--- config.mk ---
export PLATFORM = sky130hd
export DESIGN_NAME = mem_arbiter
export DESIGN_NICKNAME = d
export VERILOG_FILES = /design/src/rtl/mem_arbiter.sv
export SDC_FILE = /design/constraint.sdc
export NUM_CORES = 1
export LEC_CHECK = 0
export CAP_MARGIN = 30
export CORE_ASPECT_RATIO = 1.25
export CORE_UTILIZATION = 38
export DETAILED_ROUTE_END_ITERATION = 10
export PLACE_DENSITY = 0.79
export SYNTH_ARGS = -nofsm -noshare
export SYNTH_HDL_FRONTEND = slang
export SYNTH_SLANG_ARGS = --single-unit
export TNS_END_PERCENT = 100
--- constraint.sdc ---
create_clock -name clk -period 2.2 [get_ports clk]
set_input_delay 0.22 -clock clk [delete_from_list [all_inputs] [get_ports clk]]
set_output_delay 0.22 -clock clk [all_outputs]
set_load 0.1 [all_outputs]
--- src/rtl/mem_arbiter.sv ---
// ---------------------------------------------------------------------------
// mem_arbiter
//
// Shares one single-port synchronous memory between two requesters. Each
// requester presents read/write commands on a valid/ready handshake. The
// arbiter steers the granted command straight onto the memory pins in the
// same cycle. Read data comes back one cycle later, tagged for the requester
// that issued the read.
//
// Arbitration is round-robin with a bounded burst hold. The current owner
// keeps the grant for at most HOLD consecutive accepted commands while the
// other requester waits. After that limit the grant passes to the other side.
// An idle cycle ends the burst. The next contention is then settled by
// last_grant.
//
// Parameters
//   ADDR  memory address width
//   WORD  memory data width
//   HOLD  maximum consecutive grants to one requester under contention (>=1)
//
// Ports
//   clk           rising-edge clock, shared with the memory
//   rst_n         asynchronous active-low reset
//   req_valid[i]  requester i presents a command
//   req_ready[i]  command of requester i accepted this cycle
//   req_wr[i]     1 = write, 0 = read
//   req_addr      slice i = [i*ADDR +: ADDR]
//   req_wdata     slice i = [i*WORD +: WORD]
//   rsp_valid[i]  read data for requester i valid this cycle
//   rsp_rdata     read data (meaningful only while a rsp_valid bit is set)
//   mem_addr      memory address
//   mem_data_in   memory write data
//   mem_wr        memory write enable
//   mem_data_out  memory read data, valid the cycle after the address is sampled
// ---------------------------------------------------------------------------
module mem_arbiter #(
    parameter int ADDR = 4,
    parameter int WORD = 4,
    parameter int HOLD = 4
) (
    input  logic              clk,
    input  logic              rst_n,
    input  logic [1:0]        req_valid,
    output logic [1:0]        req_ready,
    input  logic [1:0]        req_wr,
    input  logic [2*ADDR-1:0] req_addr,
    input  logic [2*WORD-1:0] req_wdata,
    output logic [1:0]        rsp_valid,
    output logic [WORD-1:0]   rsp_rdata,
    output logic [ADDR-1:0]   mem_addr,
    output logic [WORD-1:0]   mem_data_in,
    output logic              mem_wr,
    input  logic [WORD-1:0]   mem_data_out
);

    localparam int CW = $clog2(HOLD + 1);
    localparam logic [CW-1:0] HOLD_MAX = CW'(HOLD);
    localparam logic [CW-1:0] CNT_ONE  = CW'(1);

    // Burst bookkeeping: who owns the current burst and how many commands it
    // has had accepted in a row. A zero count means no burst is in progress.
    logic [CW-1:0]   hold_cnt;
    logic            owner;
    logic            last_grant;

    // Copy of the last granted address and data. The memory pins hold these
    // values while nobody is granted.
    logic [ADDR-1:0] addr_q;
    logic [WORD-1:0] data_q;

    logic            grant_any;
    logic            grant_id;
    logic [ADDR-1:0] sel_addr;
    logic [WORD-1:0] sel_wdata;
    logic            sel_wr;

    // Grant decision. A lone requester always wins. Under contention there are
    // three cases:
    //   - an active burst below its limit stays with the owner;
    //   - a burst at its limit hands the grant over to the other requester;
    //   - with no burst in progress, the requester that was not granted last
    //     wins.
    // Nothing is granted while reset is asserted.
    always_comb begin
        grant_any = 1'b0;
        grant_id  = 1'b0;
        case (req_valid)
            2'b01: begin
                grant_any = 1'b1;
                grant_id  = 1'b0;
            end
            2'b10: begin
                grant_any = 1'b1;
                grant_id  = 1'b1;
            end
            2'b11: begin
                grant_any = 1'b1;
                if (hold_cnt == '0) begin
                    grant_id = ~last_grant;
                end else if (hold_cnt < HOLD_MAX) begin
                    grant_id = owner;
                end else begin
                    grant_id = ~owner;
                end
            end
            default: begin
                grant_any = 1'b0;
                grant_id  = 1'b0;
            end
        endcase
        if (!rst_n) begin
            grant_any = 1'b0;
        end
    end

    // Pick the command fields of the granted requester.
    always_comb begin
        sel_addr  = grant_id ? req_addr[ADDR +: ADDR]  : req_addr[0 +: ADDR];
        sel_wdata = grant_id ? req_wdata[WORD +: WORD] : req_wdata[0 +: WORD];
        sel_wr    = grant_id ? req_wr[1]               : req_wr[0];
    end

    // Handshake and memory pins. The granted command goes straight through.
    // Without a grant, the pins show the registered copy and write is off.
    always_comb begin
        req_ready   = 2'b00;
        mem_wr      = 1'b0;
        mem_addr    = addr_q;
        mem_data_in = data_q;
        if (grant_any) begin
            req_ready[0] = ~grant_id;
            req_ready[1] = grant_id;
            mem_wr       = sel_wr;
            mem_addr     = sel_addr;
            mem_data_in  = sel_wdata;
        end
    end

    // The memory returns data one cycle after the read address is sampled.
    // The arbiter forwards it unchanged, and rsp_valid says whose read it is.
    assign rsp_rdata = mem_data_out;

    // Burst state, last-granted command copy and the read-response tag.
    // A repeat grant to the owner extends the burst. The count saturates,
    // which only matters when the owner streams alone. A grant to the other
    // requester starts a new burst of one. An idle cycle clears the count but
    // keeps the owner. On reset the response tag is cleared, so an in-flight
    // read is dropped.
    always_ff @(posedge clk or negedge rst_n) begin
        if (!rst_n) begin
            hold_cnt   <= '0;
            owner      <= 1'b0;
            last_grant <= 1'b1;
            addr_q     <= '0;
            data_q     <= '0;
            rsp_valid  <= 2'b00;
        end else if (grant_any) begin
            if (grant_id == owner) begin
                if (hold_cnt != HOLD_MAX) begin
                    hold_cnt <= hold_cnt + CNT_ONE;
                end
            end else begin
                owner    <= grant_id;
                hold_cnt <= CNT_ONE;
            end
            last_grant   <= grant_id;
            addr_q       <= sel_addr;
            data_q       <= sel_wdata;
            rsp_valid[0] <= ~sel_wr & ~grant_id;
            rsp_valid[1] <= ~sel_wr & grant_id;
        end else begin
            hold_cnt  <= '0;
            rsp_valid <= 2'b00;
        end
    end

endmodule

* Yosys cells after proc, flatten, opt, wreduce, memory -nomap -nowiden
Cells that the tools add are included.
Word-level totals: register bits after elaboration 15, input port bits 26, output and inout bits 17, word-level logic and storage cells 40
Operators by class: add/subtract/negate cells 1, $lt $le $gt $ge 1, eq/ne operators 6, mux-type cells 16, bitwise gates (word level) 7, reduce and logical (&&, ||, !) cells 3
Operator list (number):
- $mux 4 | 4
- $mux 3 | 3
- $mux 1 | 6
- $not 1->1 | 5
- $eq 2x2->1 const B | 2
- $mux 2 | 2
- $add 3x1->3 const B | 1
- $logic_not 3->1 | 1
- $lt 3x3->1 const B | 1
- $ne 3x2->1 const B | 1
- $ne 3x3->1 const B | 1
- $reduce_or 3->1 | 1
- $and 1x1->1 | 2
- $eq 2x1->1 const B | 1
- $pmux 1 s2 | 1
- $reduce_and 2->1 | 1
- $eq 1x1->1 | 1

* Longest topological paths before layout
Gate-level depths: netlist (run 1).
word-level depth 8, gate-level depth with buffers 7, mapped depth without buffers 6

* Worst setup path after synthesis (run 1)
Ideal clock, no wire load.
path type register to output, start point register hold_cnt[0], end point output port mem_addr[0], data arrival time 2.893 ns, setup slack -0.913 ns, stages on the path, launching flop included 7, cell sequence dfrtp_1 > inv_1 > ha_1 > nor2_1 > o31ai_1 > a21oi_2 > a221o_1
Between the ends: longest elaborated chain between the ends 6
RTL lines:
- from (decl) | RTL line 62 | logic [CW-1:0] hold_cnt;
- from (signal assigned) | RTL line 160 | hold_cnt <= hold_cnt + CNT_ONE;
- $lt 3x3->1 | RTL line 100 | end else if (hold_cnt < HOLD_MAX) begin
- $mux 1 | RTL line 100
- $mux 1 (*) | RTL line 98 | if (hold_cnt == '0) begin
- $pmux 1 s2 (*) | RTL line 87 | case (req_valid)
- $mux 4 (*) | RTL line 118 | sel_addr = grant_id ? req_addr[ADDR +: ADDR] : req_addr[0 +: ADDR];
- $mux 4 (*)
- to (decl) | RTL line 50 | output logic [ADDR-1:0] mem_addr,
Mark *: on every way between the ends. The rest lies on a longest branch, timed or not.

* Worst setup path after layout (run 1)
start point register hold_cnt[0], end point output port mem_data_in[0]
Between the ends: longest elaborated chain between the ends 6
RTL lines:
- $lt 3x3->1 | RTL line 100
- $mux 1 | RTL line 100
- $mux 1 (*) | RTL line 98
- $pmux 1 s2 (*) | RTL line 87
- $mux 4 (*) | RTL line 119 | sel_wdata = grant_id ? req_wdata[WORD +: WORD] : req_wdata[0 +: WORD];
- $mux 4 (*)
- to (decl) | RTL line 51 | output logic [WORD-1:0] mem_data_in,
Marked as above.

==> impl_metrics.xml, run 1 <==
<?xml version="1.0" encoding="UTF-8"?>
<metrics>
  <group name="logic_synthesis">
    <metric name="synth-seq-area-share" unit="%">47.7</metric>
    <metric name="synth_xor_area_share" unit="%">1.11</metric>
    <metric name="synth.area.mux_share" unit="%">1.27</metric>
    <metric name="synth.distinct_cells" unit="">32</metric>
    <metric name="simple_gate_portion_of_the_synthesized_area" unit="%">16.3</metric>
    <metric name="synth_area_per_cell" unit="sq um">11.3</metric>
    <metric name="synth-warning-count" unit="">0</metric>
    <metric name="synthCells" unit="">70</metric>
    <metric name="post_synth_fa_ha_maj_area_fraction" unit="%">3.17</metric>
    <metric name="yosys_register_bits" unit="">15</metric>
    <metric name="area_fraction_in_compound_gates_after_synthesis" unit="%">23.3</metric>
    <metric name="synth.cell_area" unit="sq um">790</metric>
    <metric name="syn-num-nets" unit="">98</metric>
    <metric name="largest_family_of_logic_cells_by_synthesized_area" unit="">compound AO/OA/AOI/OAI gates</metric>
  </group>
  <group name="run_status">
    <metric name="failed_checks" unit="">negative setup slack</metric>
    <metric name="outcome" unit="">complete, but fails checks</metric>
  </group>
  <group name="pwr">
    <metric name="sequentialPowerShare" unit="%">28.5</metric>
    <metric name="ir_worst_vdd" unit="mV">0.602</metric>
    <metric name="power.clock.fraction" unit="%">14.5</metric>
    <metric name="leakagePower" unit="uW">0.000680</metric>
    <metric name="combPwrFrac" unit="%">57.0</metric>
    <metric name="p_per_area" unit="mW/mm^2">742</metric>
    <metric name="switchingPower" unit="uW">490</metric>
    <metric name="p_int" unit="uW">662</metric>
    <metric name="switching_part_of_the_total_power" unit="%">42.5</metric>
  </group>
  <group name="die">
    <metric name="fp.dieW" unit="microns">42.8</metric>
    <metric name="die_span_y" unit="microns">53.0</metric>
    <metric name="core_area" unit="sq mm">0.00196</metric>
    <metric name="start_util" unit="%">40.3</metric>
    <metric name="std_cell_rows" unit="">18</metric>
    <metric name="boundaryPins" unit="">43</metric>
    <metric name="die_area" unit="sq mm">0.00227</metric>
  </group>
  <group name="drt">
    <metric name="ant_nets" unit="">0</metric>
    <metric name="wire_per_inst" unit="microns">18.1</metric>
    <metric name="routed_wl" unit="mm">2.50</metric>
    <metric name="detail_route.drc_violations" unit="">0</metric>
    <metric name="drtPass1Iterations" unit="">4</metric>
    <metric name="post_drt_via_cell_ratio" unit="">5.73</metric>
    <metric name="drtIter0Drc" unit="">14</metric>
    <metric name="via_count" unit="">791</metric>
  </group>
  <group name="placement">
    <metric name="number_of_cells_in_the_design_after_placement" unit="">121</metric>
    <metric name="place_congestion" unit="">0.805</metric>
    <metric name="post-dp-hpwl" unit="mm">1.73</metric>
    <metric name="buffer_ports.inserted" unit="">34</metric>
  </group>
  <group name="setup_path">
    <metric name="timing.critical_path.arrival" unit="ns">2.11</metric>
    <metric name="cp_data_required_time" unit="ns">1.98</metric>
    <metric name="capturing_element_type_of_the_critical_path" unit="">output pin</metric>
    <metric name="slowest_stage" unit="">dfrtp_1</metric>
    <metric name="worstSetupPathType" unit="">register to output pin</metric>
    <metric name="critical-path-max-stage-delay" unit="ns">0.40</metric>
    <metric name="crit_fanout" unit="">5</metric>
    <metric name="start_kind" unit="">register</metric>
    <metric name="worstPathCellList" unit="">inv_2 -&gt; ha_4 -&gt; nor2_2 -&gt; o31ai_4 -&gt; a21oi_4 -&gt; buf_6 -&gt; a221o_4 -&gt; buf_12</metric>
  </group>
  <group name="sta">
    <metric name="timing.final.max_slew_violations" unit="">0</metric>
    <metric name="unrepaired_setup_endpoints_after_global_routing" unit="">true</metric>
    <metric name="totalNegativeSetupSlack" unit="ns">-0.993</metric>
    <metric name="final_hold_violating_endpoints" unit="">0</metric>
    <metric name="tightest_slew" unit="ns">0.833</metric>
    <metric name="layout_min_cycle_time" unit="ns">2.33</metric>
    <metric name="hold_ws" unit="ns">0.160</metric>
    <metric name="fin_crit_sh" unit="%">106</metric>
    <metric name="fin_worst_skew" unit="ns">0.00249</metric>
    <metric name="fmax" unit="GHz">0.429</metric>
    <metric name="report.final.setup_viol" unit="">9</metric>
    <metric name="layout_setup_ws" unit="ns">-0.131</metric>
    <metric name="slew_headroom" unit="%">44.1</metric>
  </group>
  <group name="final_layout">
    <metric name="final_core_util" unit="%">79.2</metric>
    <metric name="antenna_cells" unit="">0</metric>
    <metric name="multiInputGateArea" unit="sq um">534</metric>
    <metric name="fillCellCount" unit="">117</metric>
    <metric name="layoutNonFillerInstCount" unit="">138</metric>
    <metric name="fin_nets" unit="">147</metric>
    <metric name="register_area" unit="sq um">377</metric>
    <metric name="areaGrowthSynthToFinish" unit="%">96.5</metric>
    <metric name="layout-drive-gt1-share" unit="%">46.6</metric>
  </group>
  <group name="grt">
    <metric name="initial_antenna_violation_count" unit="">0</metric>
    <metric name="first_pass_grt_wire_length" unit="mm">3.59</metric>
    <metric name="number_of_global_route_vias_before_repair" unit="">817</metric>
    <metric name="grt_overflow_total" unit="">0</metric>
    <metric name="largest_net_degree_at_the_start_of_global_routing" unit="">15</metric>
    <metric name="globalRouteTotalUtil" unit="%">22.0</metric>
  </group>
  <group name="clock_tree">
    <metric name="htree_num_levels" unit="">1</metric>
    <metric name="cts_made_buffers" unit="">3</metric>
    <metric name="cts-root-buf" unit="">clkbuf_4</metric>
    <metric name="clk_transition_reported_paths" unit="ns">0.10</metric>
    <metric name="clock_tree_from_tritoncts" unit="">yes</metric>
    <metric name="cts.hold.buffers_added" unit="">0</metric>
    <metric name="clk_latency" unit="ns">0.29</metric>
    <metric name="tritoncts_num_sinks" unit="">15</metric>
    <metric name="cts.path.max_buffers" unit="">2</metric>
  </group>
  <group name="min_path">
    <metric name="timing.hold.worst.class" unit="">primary input to async pin</metric>
  </group>
  <group name="run">
    <metric name="cap_viol_max_count" unit="">0</metric>
  </group>
</metrics>
-- state kept, by name, summed over array words and instances, names as in the netlist --
signal and cells:
addr_q 4, data_q 4, hold_cnt 3, rsp_valid 2
last_grant 1, owner 1
-- per-stage QoR --
step	instance area (sq um)	total power [uW]	setup WS, ns
finish	1550	1150	-0.131
global route	1550	1200	-0.212
CTS	1510	1140	-0.150
detailed placement	1380	938	-0.0167
global placement	1380	924	0.0830
floorplan	921	751	-0.114
-- power by group through the flow --
stage | sequential, uW | clock [uW] | combinational (uW)
floorplan | 340 | 0 | 411
global placement | 331 | 0 | 593
detailed placement | 334 | 0 | 603
CTS | 328 | 165 | 642
global route | 333 | 182 | 681
finish | 328 | 167 | 657
-- Yosys cell counts --
| master | instances | area (sq um) |
|---|---|---|
| a21boi_0 | 1 | 7.51 |
| o311ai_2 | 1 | 16.3 |
| a21o_1 | 2 | 15.0 |
| o31a_1 | 1 | 8.76 |
| nor2_1 | 1 | 3.75 |
| and2_1 | 9 | 56.3 |
| nor2b_1 | 2 | 12.5 |
| o21ai_0 | 1 | 5.00 |
| o311a_1 | 1 | 10.0 |
| and3_4 | 1 | 11.3 |
| o21ai_1 | 1 | 5.00 |
| nand3_1 | 1 | 5.00 |
| dfstp_2 | 1 | 26.3 |
| buf_6 | 1 | 11.3 |
| o31ai_1 | 1 | 7.51 |
| dfrtp_1 | 14 | 350 |
| o21a_1 | 1 | 7.51 |
| a21oi_1 | 1 | 5.00 |
| nand2b_2 | 1 | 8.76 |
| buf_4 | 4 | 30.0 |
| inv_1 | 3 | 11.3 |
| nand2_1 | 2 | 7.51 |
| o211ai_1 | 1 | 7.51 |
| nor4_1 | 1 | 6.26 |
| xnor2_1 | 1 | 8.76 |
| nor3_1 | 2 | 10.0 |
| a21oi_2 | 1 | 8.76 |
| a221o_1 | 8 | 80.1 |
| nand3b_1 | 1 | 7.51 |
| ha_1 | 2 | 25.0 |
| mux2i_1 | 1 | 10.0 |
| clkbuf_1 | 1 | 3.75 |
-- cell families after synthesis --
group	Yosys count
compound gates	21
xor+xnor	1
fa+ha+maj	2
buf+inv	9
flops	15
mux	1
simple gates	21
-- final timing paths --
| check | from | endpoint | slack, ns | depth (start not counted) |
|---|---|---|---|---|
| max in group asynchronous | rst_n | last_grant | 1.48 | 2 |
| setup / recovery | hold_cnt[0] | mem_data_in[0] | -0.13 | 8 |
| hold reg to reg | last_grant | last_grant | 0.52 | 1 |
| setup reg to reg | hold_cnt[0] | addr_q[1] | 0.31 | 8 |
| hold / removal | rst_n | hold_cnt[2] | 0.16 | 1 |
| min in group clk | mem_data_out[1] | rsp_rdata[1] | 0.44 | 0 |
-- per-layer routing --
metal | vias up | global-route usage, % | wire [microns]
met5 | - | 0 | 0
met4 | 0 | 9.38 | 31
met3 | 4 | 2.05 | 78
met2 | 25 | 41.2 | 1430
met1 | 405 | 25.3 | 962
li1 | 357 | - | -
-- cell usage in the layout, fill, tap and decap left out, types with 2 or more instances in the layout --
cell type        count
and2_1               8
clkbuf_4             3
buf_12              11
clkdlybuf4s50_1     21
and3_4               2
a21oi_4              2
dfrtp_1             14
a21o_1               2
inv_2                2
buf_6                5
nor2b_1              2
nor3_1               2
nand2_1              2
a221o_4              8
buf_4               12
-- critical path: cells and delay by family, from the launching register on --
family	cells	cell delay, ns
buffers and inverters	3	0.41
adder cells (fa/ha/maj)	1	0.15
AO/OA/AOI/OAI	3	0.78
flip-flops	1	0.40
AND/OR/NAND/NOR	1	0.07
-- area by class of cell --
class	count	area share (%)
clock inverter	1	0.323
timing repair buffer	49	37.2
clock buffer	3	1.45
multi-input combinational	47	34.4
inverter	3	0.726
tap	20	1.61
sequential	15	24.3
-- repair_timing --
action / 4_1_cts / 5_1_grt
resized for setup: 8 / 5
gates cloned: 1 / 0
pin swaps: 12 / 6
buffers inserted: 12 / 1
endpoints found under the setup margin: 9 / 10
(Power assumes the default switching activity.)
==> inputs of run 2 (changes only) <==
- SETUP_SLACK_MARGIN: not set -> 0.15
- clock period: 2.2 -> 2.5 ns (I/O delays scaled with it)
==> impl_metrics.xml, run 2 (same netlist as run 1, synthesis figures left out) <==
<?xml version="1.0" encoding="UTF-8"?>
<metrics>
  <group name="drt">
    <metric name="via_count" unit="">775</metric>
    <metric name="post_drt_via_cell_ratio" unit="">5.58</metric>
    <metric name="wire_per_inst" unit="microns">17.4</metric>
    <metric name="drtIter0Drc" unit="">14</metric>
    <metric name="routed_wl" unit="mm">2.42</metric>
    <metric name="detail_route.drc_violations" unit="">0</metric>
    <metric name="ant_nets" unit="">0</metric>
    <metric name="drtPass1Iterations" unit="">4</metric>
  </group>
  <group name="setup_path">
    <metric name="rrSetupSlack" unit="ns">0.76</metric>
    <metric name="rr_endpoint" unit="">data_q[0]</metric>
    <metric name="timing.critical_path.buf_inv" unit="">2</metric>
    <metric name="timing.critical_path.arrival" unit="ns">2.08</metric>
    <metric name="slowest_stage" unit="">a221o_2</metric>
    <metric name="cp.depth" unit="">7</metric>
    <metric name="critical-path-max-stage-delay" unit="ns">0.44</metric>
    <metric name="start_kind" unit="">register</metric>
    <metric name="worstSetupPathType" unit="">register to output pin</metric>
    <metric name="worst_r2r_startpoint" unit="">hold_cnt[0]</metric>
    <metric name="cp_data_required_time" unit="ns">2.25</metric>
    <metric name="worstPathCellList" unit="">inv_2 -&gt; ha_4 -&gt; and2_4 -&gt; o31ai_4 -&gt; a21oi_4 -&gt; a221o_2 -&gt; buf_12</metric>
    <metric name="worst-r2r-cell-count" unit="">6</metric>
    <metric name="crit_fanout" unit="">5</metric>
    <metric name="cpLargestDelayFamily" unit="">compound AO/OA/AOI/OAI gates</metric>
    <metric name="capturing_element_type_of_the_critical_path" unit="">output pin</metric>
  </group>
  <group name="sta">
    <metric name="totalNegativeSetupSlack" unit="ns">0</metric>
    <metric name="hold_ws" unit="ns">0.246</metric>
    <metric name="fin_worst_skew" unit="ns">0.00413</metric>
    <metric name="unrepaired_setup_endpoints_after_global_routing" unit="">true</metric>
    <metric name="tightest_slew" unit="ns">0.426</metric>
    <metric name="layout_setup_ws" unit="ns">0.166</metric>
    <metric name="timing.final.max_slew_violations" unit="">0</metric>
    <metric name="layout_min_cycle_time" unit="ns">2.33</metric>
    <metric name="fmax" unit="GHz">0.428</metric>
    <metric name="fin_crit_sh" unit="%">93.4</metric>
    <metric name="slew_headroom" unit="%">71.6</metric>
    <metric name="report.final.setup_viol" unit="">0</metric>
    <metric name="final_hold_violating_endpoints" unit="">0</metric>
  </group>
  <group name="grt">
    <metric name="grt_overflow_total" unit="">0</metric>
    <metric name="globalRouteTotalUtil" unit="%">22.0</metric>
    <metric name="initial_antenna_violation_count" unit="">0</metric>
    <metric name="first_pass_grt_wire_length" unit="mm">3.70</metric>
    <metric name="globalRoute.busiestLayer" unit="">met2</metric>
    <metric name="number_of_global_route_vias_before_repair" unit="">808</metric>
    <metric name="grt.met1_usage" unit="%">24.5</metric>
    <metric name="largest_net_degree_at_the_start_of_global_routing" unit="">13</metric>
    <metric name="global_route.usage.met3" unit="%">2.73</metric>
    <metric name="gr-usage-met2" unit="%">40.9</metric>
  </group>
  <group name="die">
    <metric name="fp.dieW" unit="microns">42.8</metric>
    <metric name="die_span_y" unit="microns">53.0</metric>
    <metric name="start_util" unit="%">40.3</metric>
    <metric name="core_area" unit="sq mm">0.00196</metric>
    <metric name="std_cell_rows" unit="">18</metric>
    <metric name="die_area" unit="sq mm">0.00227</metric>
    <metric name="boundaryPins" unit="">43</metric>
  </group>
  <group name="clock_tree">
    <metric name="cts.path.max_buffers" unit="">2</metric>
    <metric name="cts_made_buffers" unit="">3</metric>
    <metric name="clock_tree_from_tritoncts" unit="">yes</metric>
    <metric name="tritoncts_num_sinks" unit="">15</metric>
    <metric name="clk_transition_reported_paths" unit="ns">0.09</metric>
    <metric name="clk_latency" unit="ns">0.28</metric>
    <metric name="htree_num_levels" unit="">1</metric>
    <metric name="cts-root-buf" unit="">clkbuf_4</metric>
    <metric name="cts.hold.buffers_added" unit="">0</metric>
  </group>
  <group name="final_layout">
    <metric name="areaGrowthSynthToFinish" unit="%">83.5</metric>
    <metric name="mostFrequentLayoutCells" unit="">clkdlybuf4s50_1, buf_4, dfrtp_1</metric>
    <metric name="layout-drive-gt1-share" unit="%">46.2</metric>
    <metric name="antenna_cells" unit="">0</metric>
    <metric name="fin_nets" unit="">148</metric>
    <metric name="reg.largest.list" unit="">addr_q x4, data_q x4, hold_cnt x3</metric>
    <metric name="most_common_cell_after_layout_fill_and_taps_aside" unit="">clkdlybuf4s50_1</metric>
  </group>
  <group name="pwr">
    <metric name="ir_worst_vdd" unit="mV">0.488</metric>
    <metric name="leakagePower" unit="uW">0.000642</metric>
    <metric name="p_per_area" unit="mW/mm^2">666</metric>
  </group>
  <group name="placement">
    <metric name="pre_cts_ws" unit="ns">0.214</metric>
    <metric name="place_congestion" unit="">0.786</metric>
    <metric name="post-dp-hpwl" unit="mm">1.60</metric>
    <metric name="buffer_ports.inserted" unit="">34</metric>
  </group>
  <group name="run">
    <metric name="cap_viol_max_count" unit="">0</metric>
  </group>
  <group name="min_path">
    <metric name="timing.hold.worst.class" unit="">primary input to async pin</metric>
  </group>
  <group name="run_status">
    <metric name="outcome" unit="">finished clean</metric>
  </group>
</metrics>
run 2: where the power goes:
group / switching (uW) / internal, uW / leakage (uW)
registers: 12.5 / 275 / 0.000189
logic: 319 / 221 / 0.000436
clock network: 79.7 / 59.4 / 0.0000177
total: 411 / 555 / 0.000642
run 2: worst register-to-register path, delay by kind of cell (launching register included):
kind / cells / cell delay, ns
compound gates: 3 / 0.88
flops: 1 / 0.37
fa+ha+maj: 1 / 0.16
simple gates: 1 / 0.15
buf+inv: 1 / 0.06
run 2: cell type report:
cell class              count  area (sq um)
flip-flops and latches     15           377
well taps                  20          25.0
multi-input cells          48           450
clock inverters             1          5.00
inverters                   3          11.3
repair buffers             49           558
fillers                   114           510
clock buffers               3          22.5
run 2: what timing repair did:
item                       in CTS  in global routing
cloned                          2                  0
hold endpoints to repair        0                  0
pin swaps                      14                  7
resized for setup               9                  4
setup endpoints to repair       8                  8
buffers inserted                8                  4
run 2: routing by layer:
layer  vias up  routed length [microns]  share of wire [%]
li1        358                        -                  -
met1       385                      956                 40
met2        26                     1330                 55
met3         6                       89                3.7
met4         0                       44                1.8
met5         -                        0                  0
run 2: worst max-delay path by stage:
stage,startpoint,end
floorplan,hold_cnt[0],mem_addr[0]
global placement,rst_n,mem_addr[0]
detailed placement,rst_n,mem_addr[2]
CTS,hold_cnt[1],mem_addr[0]
global route,hold_cnt[1],mem_data_in[3]
finish,hold_cnt[0],mem_data_in[3]
run 2: through the flow:
stage / area [sq um] / total power, uW / instances / utilization, %
6_report: 1450 / 966 / 139 / 73.9
5_1_grt: 1450 / 1010 / 139 / 73.9
4_1_cts: 1410 / 958 / 135 / 71.7
3_5_place_dp: 1260 / 775 / 121 / 64.2
3_3_place_gp: 1260 / 770 / 121 / 64.2
2_1_floorplan: 811 / 622 / 70 / -
==> inputs of run 3 (changes only) <==
- clock period: 2.5 -> 2.4 ns (I/O delays scaled with it)
==> impl_metrics.xml, run 3 (same netlist as run 1, synthesis figures left out) <==
<?xml version="1.0" encoding="UTF-8"?>
<metrics>
  <group name="run_status">
    <metric name="outcome" unit="">finished clean</metric>
  </group>
  <group name="run">
    <metric name="cap_viol_max_count" unit="">0</metric>
  </group>
  <group name="grt">
    <metric name="largest_net_degree_at_the_start_of_global_routing" unit="">14</metric>
    <metric name="number_of_global_route_vias_before_repair" unit="">802</metric>
    <metric name="first_pass_grt_wire_length" unit="mm">3.47</metric>
    <metric name="globalRouteTotalUtil" unit="%">20.9</metric>
    <metric name="initial_antenna_violation_count" unit="">0</metric>
    <metric name="grt_overflow_total" unit="">0</metric>
  </group>
  <group name="setup_path">
    <metric name="worst-r2r-cell-count" unit="">6</metric>
    <metric name="slowest_stage" unit="">a221o_4</metric>
    <metric name="rrSetupSlack" unit="ns">0.64</metric>
    <metric name="start_kind" unit="">register</metric>
    <metric name="crit_fanout" unit="">5</metric>
    <metric name="cpLargestDelayFamily" unit="">compound AO/OA/AOI/OAI gates</metric>
    <metric name="cp_data_required_time" unit="ns">2.16</metric>
    <metric name="worst_r2r_startpoint" unit="">hold_cnt[0]</metric>
    <metric name="timing.critical_path.arrival" unit="ns">2.11</metric>
    <metric name="rr_endpoint" unit="">data_q[2]</metric>
    <metric name="worst_setup_path_endpoint" unit="">mem_addr[3]</metric>
    <metric name="timing.critical_path.buf_inv" unit="">2</metric>
    <metric name="critical-path-max-stage-delay" unit="ns">0.43</metric>
    <metric name="startpoint_of_the_worst_setup_timing_path" unit="">hold_cnt[0]</metric>
    <metric name="worstPathCellList" unit="">inv_2 -&gt; ha_4 -&gt; and2_4 -&gt; o31ai_4 -&gt; a21oi_4 -&gt; a221o_4 -&gt; buf_12</metric>
    <metric name="worstSetupPathType" unit="">register to output pin</metric>
    <metric name="cp.depth" unit="">7</metric>
    <metric name="capturing_element_type_of_the_critical_path" unit="">output pin</metric>
  </group>
  <group name="pwr">
    <metric name="p_per_area" unit="mW/mm^2">681</metric>
    <metric name="combPwrFrac" unit="%">56.7</metric>
    <metric name="switchingPower" unit="uW">436</metric>
    <metric name="sequentialPowerShare" unit="%">29.1</metric>
    <metric name="power.clock.fraction" unit="%">14.2</metric>
    <metric name="switching_part_of_the_total_power" unit="%">42.3</metric>
    <metric name="p_int" unit="uW">593</metric>
    <metric name="leakagePower" unit="uW">0.000666</metric>
    <metric name="ir_worst_vdd" unit="mV">0.570</metric>
    <metric name="post-layout-total-power" unit="uW">1030</metric>
  </group>
  <group name="final_layout">
    <metric name="fillCellCount" unit="">114</metric>
    <metric name="layout-drive-gt1-share" unit="%">44.4</metric>
    <metric name="final_core_util" unit="%">77.1</metric>
    <metric name="most_common_cell_after_layout_fill_and_taps_aside" unit="">clkdlybuf4s50_1</metric>
    <metric name="fin_nets" unit="">146</metric>
    <metric name="antenna_cells" unit="">0</metric>
    <metric name="final_area" unit="sq mm">0.00151</metric>
    <metric name="areaGrowthSynthToFinish" unit="%">91.4</metric>
    <metric name="reg.largest.list" unit="">addr_q x4, data_q x4, hold_cnt x3</metric>
    <metric name="mostFrequentLayoutCells" unit="">clkdlybuf4s50_1, buf_4, dfrtp_1</metric>
    <metric name="layoutNonFillerInstCount" unit="">137</metric>
  </group>
  <group name="drt">
    <metric name="detail_route.drc_violations" unit="">0</metric>
    <metric name="routed_wl" unit="mm">2.31</metric>
    <metric name="wire_per_inst" unit="microns">16.9</metric>
    <metric name="drtPass1Iterations" unit="">4</metric>
    <metric name="ant_nets" unit="">0</metric>
    <metric name="via_count" unit="">754</metric>
    <metric name="drtIter0Drc" unit="">14</metric>
    <metric name="post_drt_via_cell_ratio" unit="">5.50</metric>
  </group>
  <group name="sta">
    <metric name="final_hold_violating_endpoints" unit="">0</metric>
    <metric name="totalNegativeSetupSlack" unit="ns">0</metric>
    <metric name="unrepaired_setup_endpoints_after_global_routing" unit="">true</metric>
    <metric name="fin_crit_sh" unit="%">97.9</metric>
    <metric name="fmax" unit="GHz">0.426</metric>
    <metric name="tightest_slew" unit="ns">0.789</metric>
    <metric name="slew_headroom" unit="%">47.0</metric>
    <metric name="report.final.setup_viol" unit="">0</metric>
    <metric name="fin_worst_skew" unit="ns">0.00785</metric>
    <metric name="layout_min_cycle_time" unit="ns">2.35</metric>
    <metric name="timing.final.max_slew_violations" unit="">0</metric>
  </group>
  <group name="die">
    <metric name="die_span_y" unit="microns">53.0</metric>
    <metric name="std_cell_rows" unit="">18</metric>
    <metric name="start_util" unit="%">40.3</metric>
    <metric name="die_area" unit="sq mm">0.00227</metric>
    <metric name="fp.dieW" unit="microns">42.8</metric>
    <metric name="boundaryPins" unit="">43</metric>
    <metric name="core_area" unit="sq mm">0.00196</metric>
  </group>
  <group name="clock_tree">
    <metric name="tritoncts_num_sinks" unit="">15</metric>
    <metric name="htree_num_levels" unit="">1</metric>
    <metric name="cts_made_buffers" unit="">3</metric>
    <metric name="clk_latency" unit="ns">0.28</metric>
    <metric name="cts.hold.buffers_added" unit="">0</metric>
    <metric name="clk_transition_reported_paths" unit="ns">0.10</metric>
    <metric name="cts.path.max_buffers" unit="">2</metric>
    <metric name="cts-root-buf" unit="">clkbuf_4</metric>
    <metric name="clock_tree_from_tritoncts" unit="">yes</metric>
  </group>
  <group name="placement">
    <metric name="place_congestion" unit="">0.735</metric>
    <metric name="buffer_ports.inserted" unit="">34</metric>
    <metric name="number_of_cells_in_the_design_after_placement" unit="">121</metric>
    <metric name="post-dp-hpwl" unit="mm">1.52</metric>
    <metric name="placement.cell_area" unit="sq mm">0.00136</metric>
  </group>
  <group name="min_path">
    <metric name="timing.hold.worst.class" unit="">primary input to async pin</metric>
  </group>
</metrics>
[run 3: cell count changes in the layout (fill, tap and decap cells not counted)]
cell	change
o21ai_1	+1
o21ai_2	-1
a221o_2	-8
buf_4	-1
and3_4	-1
nor2_4	+1
nor2_2	-1
a221o_4	+8
[run 3: worst min path at each step]
stage                         to  slack [ns]  cells after the start
floorplan              addr_q[0]       -0.06                      0
global placement    rsp_rdata[1]        0.48                      0
detailed placement  rsp_rdata[1]        0.48                      0
CTS                    addr_q[3]        0.30                      2
global route           data_q[0]        0.30                      2
finish              rsp_valid[1]        0.29                      2
[run 3: layout make-up]
cell class / instances / area (sq um) / area share (%)
inverters: 3 / 11.3 / 0.745
clock buffers: 3 / 22.5 / 1.49
flip-flops and latches: 15 / 377 / 24.9
clock inverters: 1 / 5.00 / 0.331
well taps: 20 / 25.0 / 1.66
multi-input cells: 47 / 520 / 34.4
repair buffers: 48 / 551 / 36.4
[run 3: metrics by stage]
| stage | setup slack (ns) | hold slack [ns] |
|---|---|---|
| 6_report | 0.0513 | 0.293 |
| 5_1_grt | 0.000220 | 0.301 |
| 4_1_cts | 0.0413 | 0.296 |
| 3_5_place_dp | 0.196 | 0.481 |
| 3_3_place_gp | 0.208 | 0.481 |
| 2_1_floorplan | 0.0664 | -0.0556 |
[run 3: layer usage]
| metal | vias up | track usage [%] | share of wire [%] |
|---|---|---|---|
| li1 | 351 | - | - |
| met1 | 381 | 22.8 | 40 |
| met2 | 18 | 40.4 | 55 |
| met3 | 4 | 2.39 | 3.7 |
| met4 | 0 | 8.33 | 0.99 |
| met5 | - | 0 | 0 |
[run 3: power groups by stage]
stage	logic, uW	clock network (uW)	registers, uW
2_1_floorplan	374	0	312
3_3_place_gp	537	0	303
3_5_place_dp	542	0	305
4_1_cts	568	149	299
5_1_grt	604	161	303
6_report	583	146	300
[run 3: worst reg2reg max path: stages, from the launching register on]
cell	delay, ns
dfrtp_1	0.38
inv_2	0.06
ha_4	0.17
and2_4	0.16
o31ai_4	0.29
a21oi_4	0.16
a221o_4	0.43
[run 3: what timing repair did]
| action | in CTS | in global routing |
|---|---|---|
| gates resized for setup | 2 | 3 |
| cloned | 1 | 0 |
| pin swaps | 10 | 3 |
| buffers inserted | 6 | 5 |
| endpoints found under the setup margin | 8 | 10 |
